File: config.mk
export PLATFORM = sky130hd
export DESIGN_NAME = uart_cmd_sequencer_flat
export DESIGN_NICKNAME = d
export VERILOG_FILES = /design/src/rtl/uart_cmd_sequencer_if.sv /design/src/rtl/uart_cmd_sequencer.sv /design/src/flat_wrapper.sv
export SDC_FILE = /design/constraint.sdc
export NUM_CORES = 1
export LEC_CHECK = 0
export CORE_MARGIN = 5
export CORE_UTILIZATION = 55
export DETAILED_ROUTE_END_ITERATION = 7
export HOLD_SLACK_MARGIN = 0.08
export PLACE_DENSITY_LB_ADDON = 0.25
export SKIP_LAST_GASP = 1
export SLEW_MARGIN = 0
export SYNTH_ARGS = -nofsm -noshare
export SYNTH_HDL_FRONTEND = slang
export SYNTH_SLANG_ARGS = --single-unit
File: constraint.sdc
create_clock -name c_rx -period 3 [get_ports c_rx]
set_clock_uncertainty 0.05 [all_clocks]
set_input_delay 0.6 -clock c_rx [delete_from_list [all_inputs] [get_ports c_rx]]
set_output_delay 0.6 -clock c_rx [all_outputs]
set_load 0.05 [all_outputs]
File: src/rtl/uart_cmd_sequencer_if.sv
// Byte-receiver input and sequence-generator control plane of uart_cmd_sequencer.
// The slave modport is the sequencer side; the master modport is the byte-source/observer side.
interface uart_cmd_sequencer_if;
    logic        flag;
    logic [7:0]  rx_1;
    logic        wr_en;
    logic [7:0]  wr_addr;
    logic [31:0] wr_data;
    logic        run;
    logic        stop;
    logic        err;
    logic [1:0]  err_code;
    logic        busy;
    logic [7:0]  frame_cnt;

    modport slave (
        input  flag, rx_1,
        output wr_en, wr_addr, wr_data, run, stop, err, err_code, busy, frame_cnt
    );

    modport master (
        output flag, rx_1,
        input  wr_en, wr_addr, wr_data, run, stop, err, err_code, busy, frame_cnt
    );
endinterface

File: src/rtl/uart_cmd_sequencer.sv
// Parses 8-byte frames (SYNC CMD ADDR D3 D2 D1 D0 CHK) from the byte receiver and
// issues write/run/stop pulses, with checksum, unknown-command and inter-byte timeout errors.
//
// state  | meaning
// S_IDLE | waiting for sync_byte; other bytes dropped
// S_CMD  | expecting command byte
// S_ADDR | expecting address byte
// S_DATA | expecting data byte idx_q (0..3, MSB first)
// S_CHK  | expecting checksum byte; frame is checked and executed here
module uart_cmd_sequencer #(
    parameter int unsigned timeout_cyc = 32000,
    parameter logic [7:0]  sync_byte   = 8'hA5
) (
    input  logic                  c_rx,
    input  logic                  rst_n,
    uart_cmd_sequencer_if.slave   bus
);

    localparam int unsigned    GW       = (timeout_cyc > 2) ? $clog2(timeout_cyc) : 1;
    localparam logic [GW-1:0]  GAP_LAST = GW'(timeout_cyc - 1);

    typedef enum logic [2:0] {
        S_IDLE,
        S_CMD,
        S_ADDR,
        S_DATA,
        S_CHK
    } state_t;

    state_t         state_q, state_d;
    logic [1:0]     idx_q, idx_d;
    logic [GW-1:0]  gap_q, gap_d;
    logic [7:0]     cmd_q, cmd_d;
    logic [7:0]     addr_q, addr_d;
    logic [31:0]    data_q, data_d;
    logic [7:0]     xor_q, xor_d;

    logic           wr_en_q, wr_en_d;
    logic [7:0]     wr_addr_q, wr_addr_d;
    logic [31:0]    wr_data_q, wr_data_d;
    logic           run_q, run_d;
    logic           stop_q, stop_d;
    logic           err_q, err_d;
    logic [1:0]     code_q, code_d;
    logic [7:0]     cnt_q, cnt_d;

    logic           cmd_known;
    logic           gap_expired;

    assign cmd_known   = (cmd_q == 8'h01) || (cmd_q == 8'h02) || (cmd_q == 8'h03);
    // An arriving byte always beats an expiring gap counter.
    assign gap_expired = (state_q != S_IDLE) && !bus.flag && (gap_q == GAP_LAST);

    always_ff @(posedge c_rx or negedge rst_n) begin
        if (!rst_n) begin
            state_q   <= S_IDLE;
            idx_q     <= '0;
            gap_q     <= '0;
            cmd_q     <= '0;
            addr_q    <= '0;
            data_q    <= '0;
            xor_q     <= '0;
            wr_en_q   <= 1'b0;
            wr_addr_q <= '0;
            wr_data_q <= '0;
            run_q     <= 1'b0;
            stop_q    <= 1'b0;
            err_q     <= 1'b0;
            code_q    <= '0;
            cnt_q     <= '0;
        end else begin
            state_q   <= state_d;
            idx_q     <= idx_d;
            gap_q     <= gap_d;
            cmd_q     <= cmd_d;
            addr_q    <= addr_d;
            data_q    <= data_d;
            xor_q     <= xor_d;
            wr_en_q   <= wr_en_d;
            wr_addr_q <= wr_addr_d;
            wr_data_q <= wr_data_d;
            run_q     <= run_d;
            stop_q    <= stop_d;
            err_q     <= err_d;
            code_q    <= code_d;
            cnt_q     <= cnt_d;
        end
    end

    always_comb begin
        state_d   = state_q;
        idx_d     = idx_q;
        cmd_d     = cmd_q;
        addr_d    = addr_q;
        data_d    = data_q;
        xor_d     = xor_q;
        wr_en_d   = 1'b0;
        wr_addr_d = wr_addr_q;
        wr_data_d = wr_data_q;
        run_d     = 1'b0;
        stop_d    = 1'b0;
        err_d     = 1'b0;
        code_d    = code_q;
        cnt_d     = cnt_q;

        if (state_q == S_IDLE || bus.flag) begin
            gap_d = '0;
        end else begin
            gap_d = gap_q + GW'(1);
        end

        case (state_q)
            S_IDLE: begin
                if (bus.flag && bus.rx_1 == sync_byte) begin
                    state_d = S_CMD;
                end
            end
            S_CMD: begin
                if (bus.flag) begin
                    cmd_d   = bus.rx_1;
                    xor_d   = bus.rx_1;
                    state_d = S_ADDR;
                end
            end
            S_ADDR: begin
                if (bus.flag) begin
                    addr_d  = bus.rx_1;
                    xor_d   = xor_q ^ bus.rx_1;
                    idx_d   = '0;
                    state_d = S_DATA;
                end
            end
            S_DATA: begin
                if (bus.flag) begin
                    data_d = {data_q[23:0], bus.rx_1};
                    xor_d  = xor_q ^ bus.rx_1;
                    idx_d  = idx_q + 2'd1;
                    if (idx_q == 2'd3) begin
                        state_d = S_CHK;
                    end
                end
            end
            S_CHK: begin
                if (bus.flag) begin
                    state_d = S_IDLE;
                    if (bus.rx_1 != xor_q) begin
                        err_d  = 1'b1;
                        code_d = 2'd1;
                    end else if (!cmd_known) begin
                        err_d  = 1'b1;
                        code_d = 2'd3;
                    end else begin
                        cnt_d = cnt_q + 8'd1;
                        case (cmd_q)
                            8'h01: begin
                                wr_en_d   = 1'b1;
                                wr_addr_d = addr_q;
                                wr_data_d = data_q;
                            end
                            8'h02:   run_d  = 1'b1;
                            default: stop_d = 1'b1;
                        endcase
                    end
                end
            end
            default: state_d = S_IDLE;
        endcase

        if (gap_expired) begin
            state_d = S_IDLE;
            err_d   = 1'b1;
            code_d  = 2'd2;
        end
    end

    assign bus.wr_en     = wr_en_q;
    assign bus.wr_addr   = wr_addr_q;
    assign bus.wr_data   = wr_data_q;
    assign bus.run       = run_q;
    assign bus.stop      = stop_q;
    assign bus.err       = err_q;
    assign bus.err_code  = code_q;
    assign bus.busy      = (state_q != S_IDLE);
    assign bus.frame_cnt = cnt_q;

endmodule

File: src/flat_wrapper.sv
// flat-port wrapper written by rule: the top's interface ports become plain ports
module uart_cmd_sequencer_flat 
#(
    parameter int unsigned timeout_cyc = 32000,
    parameter logic [7:0]  sync_byte   = 8'hA5
)
  (c_rx, rst_n, bus_flag, bus_rx_1, bus_wr_en, bus_wr_addr, bus_wr_data, bus_run, bus_stop, bus_err, bus_err_code, bus_busy, bus_frame_cnt);
  uart_cmd_sequencer_if bus_i ();
  input  logic c_rx;
  input  logic rst_n;
  input wire logic [$bits(bus_i.flag)-1:0] bus_flag;
  input wire logic [$bits(bus_i.rx_1)-1:0] bus_rx_1;
  output wire logic [$bits(bus_i.wr_en)-1:0] bus_wr_en;
  output wire logic [$bits(bus_i.wr_addr)-1:0] bus_wr_addr;
  output wire logic [$bits(bus_i.wr_data)-1:0] bus_wr_data;
  output wire logic [$bits(bus_i.run)-1:0] bus_run;
  output wire logic [$bits(bus_i.stop)-1:0] bus_stop;
  output wire logic [$bits(bus_i.err)-1:0] bus_err;
  output wire logic [$bits(bus_i.err_code)-1:0] bus_err_code;
  output wire logic [$bits(bus_i.busy)-1:0] bus_busy;
  output wire logic [$bits(bus_i.frame_cnt)-1:0] bus_frame_cnt;
  assign bus_i.flag = bus_flag;
  assign bus_i.rx_1 = bus_rx_1;
  assign bus_wr_en = bus_i.wr_en;
  assign bus_wr_addr = bus_i.wr_addr;
  assign bus_wr_data = bus_i.wr_data;
  assign bus_run = bus_i.run;
  assign bus_stop = bus_i.stop;
  assign bus_err = bus_i.err;
  assign bus_err_code = bus_i.err_code;
  assign bus_busy = bus_i.busy;
  assign bus_frame_cnt = bus_i.frame_cnt;
  uart_cmd_sequencer #(.timeout_cyc(timeout_cyc), .sync_byte(sync_byte)) u_core (.c_rx(c_rx), .rst_n(rst_n), .bus(bus_i));
endmodule
==> flow_summary.yaml <==
run:
  cap_violations: 0
power_and_ir_drop:
  p_switching_mw: 1.48
  power.density_nw_per_um2: 778
  p_comb_share_pct: 18.8
  clockPowerShare_pct: 34.3
  seqPwrFrac_pct: 46.9
  p_leak_nw: 3.24
  switching_share_pct: 27.6
  peakVddDrop_uv: 460
  p_int_mw: 3.88
logic_synthesis:
  synth_xor_area_share_pct: 5.71
  synth_compound_area_share_pct: 1.16
  synth_top_area_share_pct: 58.9
  synthAdderAreaFrac_pct: 0.680
  synth_flop_cell: "dfrtp_1"
  muxShareOfSynthArea_pct: 21.1
  synthCells: 393
  synth_top_family_by_area: "multiplexers"
  synth_nets: 407
  synth_edf_count: 0
  ys_types: 38
  syn_area_per_cell_sq_um: 14.0
  synthTopCellsByArea: "dfrtp_1 (59%), mux2_4 (11%), mux2_2 (10%)"
  ys_ff_latch: 130
  syn_area_sq_um: 5520
  synthArstFlopShare_pct: 100
  yosys_warnings: 0
  yosysSeqAreaShare_pct: 58.9
  synth_top_area_cell: "dfrtp_1"
  synthSimpleGateAreaFrac_pct: 9.64
final_layout:
  fin_area_sq_um: 6890
  syn_to_final_growth_pct: 24.9
  utilization_pct: 70.5
  stdcell_count: 624
  nets: 493
  antenna_cells: 0
  drive_gt1_share_pct: 28.5
  fill_cells: 710
route:
  drtPass1Iterations: 4
  vias: 3293
  via_per_inst: 5.28
  final_antenna_net_count: 0
  wl_per_cell_um: 16.3
  totalWireLength_um: 10200
  drt_iter0_drc: 150
  remaining_drc_errors: 0
clock_tree:
  cts_hold_buf: 0
  cts_resized: 0
  cts_made_buffers: 17
  htreeDepth: 4
  postCtsSetupBuffers: 0
  clockBufferDepth: 2
  clk_pin_slew_worst_paths_ps: 60
  cts_tree: "yes"
  clk_latency_ps: 500
  cts_root_buf: "clkbuf_8"
  cts_sinks: 130
worst_setup_path:
  crit_path_max_incr_delay_ps: 730
  cp_top_family: "buffers and inverters"
  worstSetupStartpoint: "u_core.state_q[0]$_DFFE_PN0P_"
  crit_buf_inv: 1
  setup.worst_path.end_class: "output port"
  cp.required_ps: 2350
  cp_slowest_cell: "clkdlybuf4s50_1"
  reg2reg_from: "u_core.state_q[0]$_DFFE_PN0P_"
  worstSetupPathType: "reg -> out"
  critPathLaunchType: "flop"
  cp_max_fo: 12
  cp.arrival_ps: 2230
  cp_cell_sequence: "or3_1 > clkdlybuf4s50_1"
status:
  outcome: "completed"
timing:
  max-slew-margin-rel_pct: 55.1
  fin_crit_sh_pct: 95.9
  layout_min_cycle_time_ps: 2880
  tightest_slew_ps: 673
  hold_violations: 0
  rsz0062_at_grt: "no"
  setup_viol_count_final: 0
  max_freq_mhz: 348
  drv_slew: 0
die:
  io-pin-count: 66
  coreArea_sq_um: 9770
  start_util_pct: 56.5
  die-area_sq_um: 12100
  fp.dieH_um: 110
  rows: 36
  die_x_um: 110
global_route:
  grt_pass1_wl_um: 17000
  antenna_found_initial: 0
  overflow: 0
  grt_pass1_vias: 3395
  grt_max_degree: 131
  grt_usage_pct: 18.2
placed_design:
  dp_cells: 593
  gp_congestion: 0.810
  placed_area_sq_um: 6360
  portBuffers: 65
  dp_hpwl_um: 6700
hold_path:
  hold_class: "in -> async"
-- cell families (layout without fill, tap and decap cells) --
logic type	count (synthesis)	count (layout)
xor gates and xnor gates	36	36
muxes	90	90
DFF	130	130
and+or+nand+nor	102	102
AOI/OAI and AO/OA	11	11
adders and majority gates	3	3
buffers and inverters	21	119
-- path summary, 6_finish.rpt --
path                       cells after the start                             endpoint  slack (ps)
setup / recovery                               2                             bus_busy         120
hold / removal                                 2   u_core.bus.wr_data[27]$_DFFE_PN0P_         150
setup reg to reg                               6    u_core.bus.wr_data[0]$_DFFE_PN0P_         490
hold reg to reg                                1  u_core.bus.frame_cnt[7]$_DFFE_PN0P_         420
max in group asynchronous                      2         u_core.addr_q[2]$_DFFE_PN0P_        2250
min in group c_rx                              1  u_core.bus.frame_cnt[7]$_DFFE_PN0P_         420
-- per-layer routing --
metal / vias to the layer above / global-route usage, % / part of all wire (%) / routed length [um]
li1: 1534 / - / - / -
met1: 1669 / 25.0 / 45 / 4570
met2: 75 / 27.9 / 48 / 4910
met3: 15 / 4.48 / 4.8 / 491
met4: 0 / 7.74 / 1.9 / 192
met5: - / 0 / 0 / 0
-- cell usage in the layout, fill, tap and decap left out, drive strengths merged, types with 2 or more instances in the layout --
| master | instances |
|---|---|
| nor3 | 8 |
| nor2b | 2 |
| clkbuf | 22 |
| a21oi | 5 |
| nand3b | 2 |
| dfrtp | 130 |
| xor2 | 20 |
| inv | 5 |
| nand2 | 27 |
| mux2 | 89 |
| nor3b | 3 |
| buf | 19 |
| nand2b | 3 |
| nand3 | 9 |
| clkdlybuf4s50 | 64 |
| and4 | 2 |
| clkinvlp | 3 |
| clkinv | 5 |
| nor2 | 23 |
| xnor2 | 16 |
| o21ai | 3 |
| or3 | 3 |
| and3 | 3 |
| ha | 3 |
| nand4 | 9 |
| nor4 | 4 |
-- flip-flops by register name, indices dropped and copies added (netlist names) --
| name | count |
|---|---|
| u_core.xor_q | 8 |
| u_core.bus.run | 1 |
| u_core.bus.stop | 1 |
| u_core.bus.err_code | 2 |
| u_core.bus.frame_cnt | 8 |
| u_core.state_q | 3 |
| u_core.gap_q | 15 |
| u_core.bus.wr_data | 32 |
| u_core.cmd_q | 8 |
| u_core.addr_q | 8 |
| u_core.data_q | 32 |
| u_core.bus.err | 1 |
| u_core.idx_q | 2 |
| u_core.bus.wr_addr | 8 |
| u_core.bus.wr_en | 1 |
-- final cells by class --
class	count	area [sq um]	area share, %
clock buffers	22	443	6.43
inverters	5	18.8	0.272
clock inverters	9	85.1	1.23
repair buffers	83	808	11.7
well taps	133	166	2.41
multi-input cells	242	2120	30.7
flip-flops and latches	130	3250	47.2
-- worst register-to-register path, cell delays in order (launching register included) --
cell and delay [ps]:
dfrtp_1 550, nor2_8 190, nand3_2 120, or3_1 400, or3_2 510, buf_4 250, mux2_4 320
-- power by group through the flow --
stage / combinational [mW] / sequential, mW / clock [mW]
2_1_floorplan: 0.835 / 2.42 / 0
3_3_place_gp: 0.969 / 2.51 / 0
3_5_place_dp: 1.01 / 2.54 / 0
4_1_cts: 1.02 / 2.51 / 1.88
5_1_grt: 1.12 / 2.57 / 1.97
6_report: 1.01 / 2.51 / 1.84
-- cells in the mapped netlist, types with 2 or more instances --
cell type and instances:
buf_6 2, nor4_1 4, clkbuf_1 8, or3_1 3, nand4_1 9, mux2_4 40
nand2b_1 3, xor2_1 20, ha_1 3, a21oi_1 5, o21ai_0 3, nor3_1 8
nor2b_1 2, dfrtp_1 130, nor2_1 22, buf_12 3, nor3b_1 3, inv_1 5
nand2_1 27, xnor2_1 16, and4_1 2, nand3b_1 2, nand3_1 8, and3_1 3
mux2_2 49
-- through the flow --
stage / worst slack, ps / total power [mW] / setup TNS, ps / hold WS [ps]
after floorplan: 600 / 3.26 / 0 / 254
after global placement: 13.9 / 3.48 / 0 / 410
after detailed placement: -23.1 / 3.55 / -285 / 416
after CTS: 104 / 5.41 / 0 / 173
after global routing: 67.2 / 5.66 / 0 / 200
final: 123 / 5.36 / 0 / 149
(Power assumes the default switching activity.)
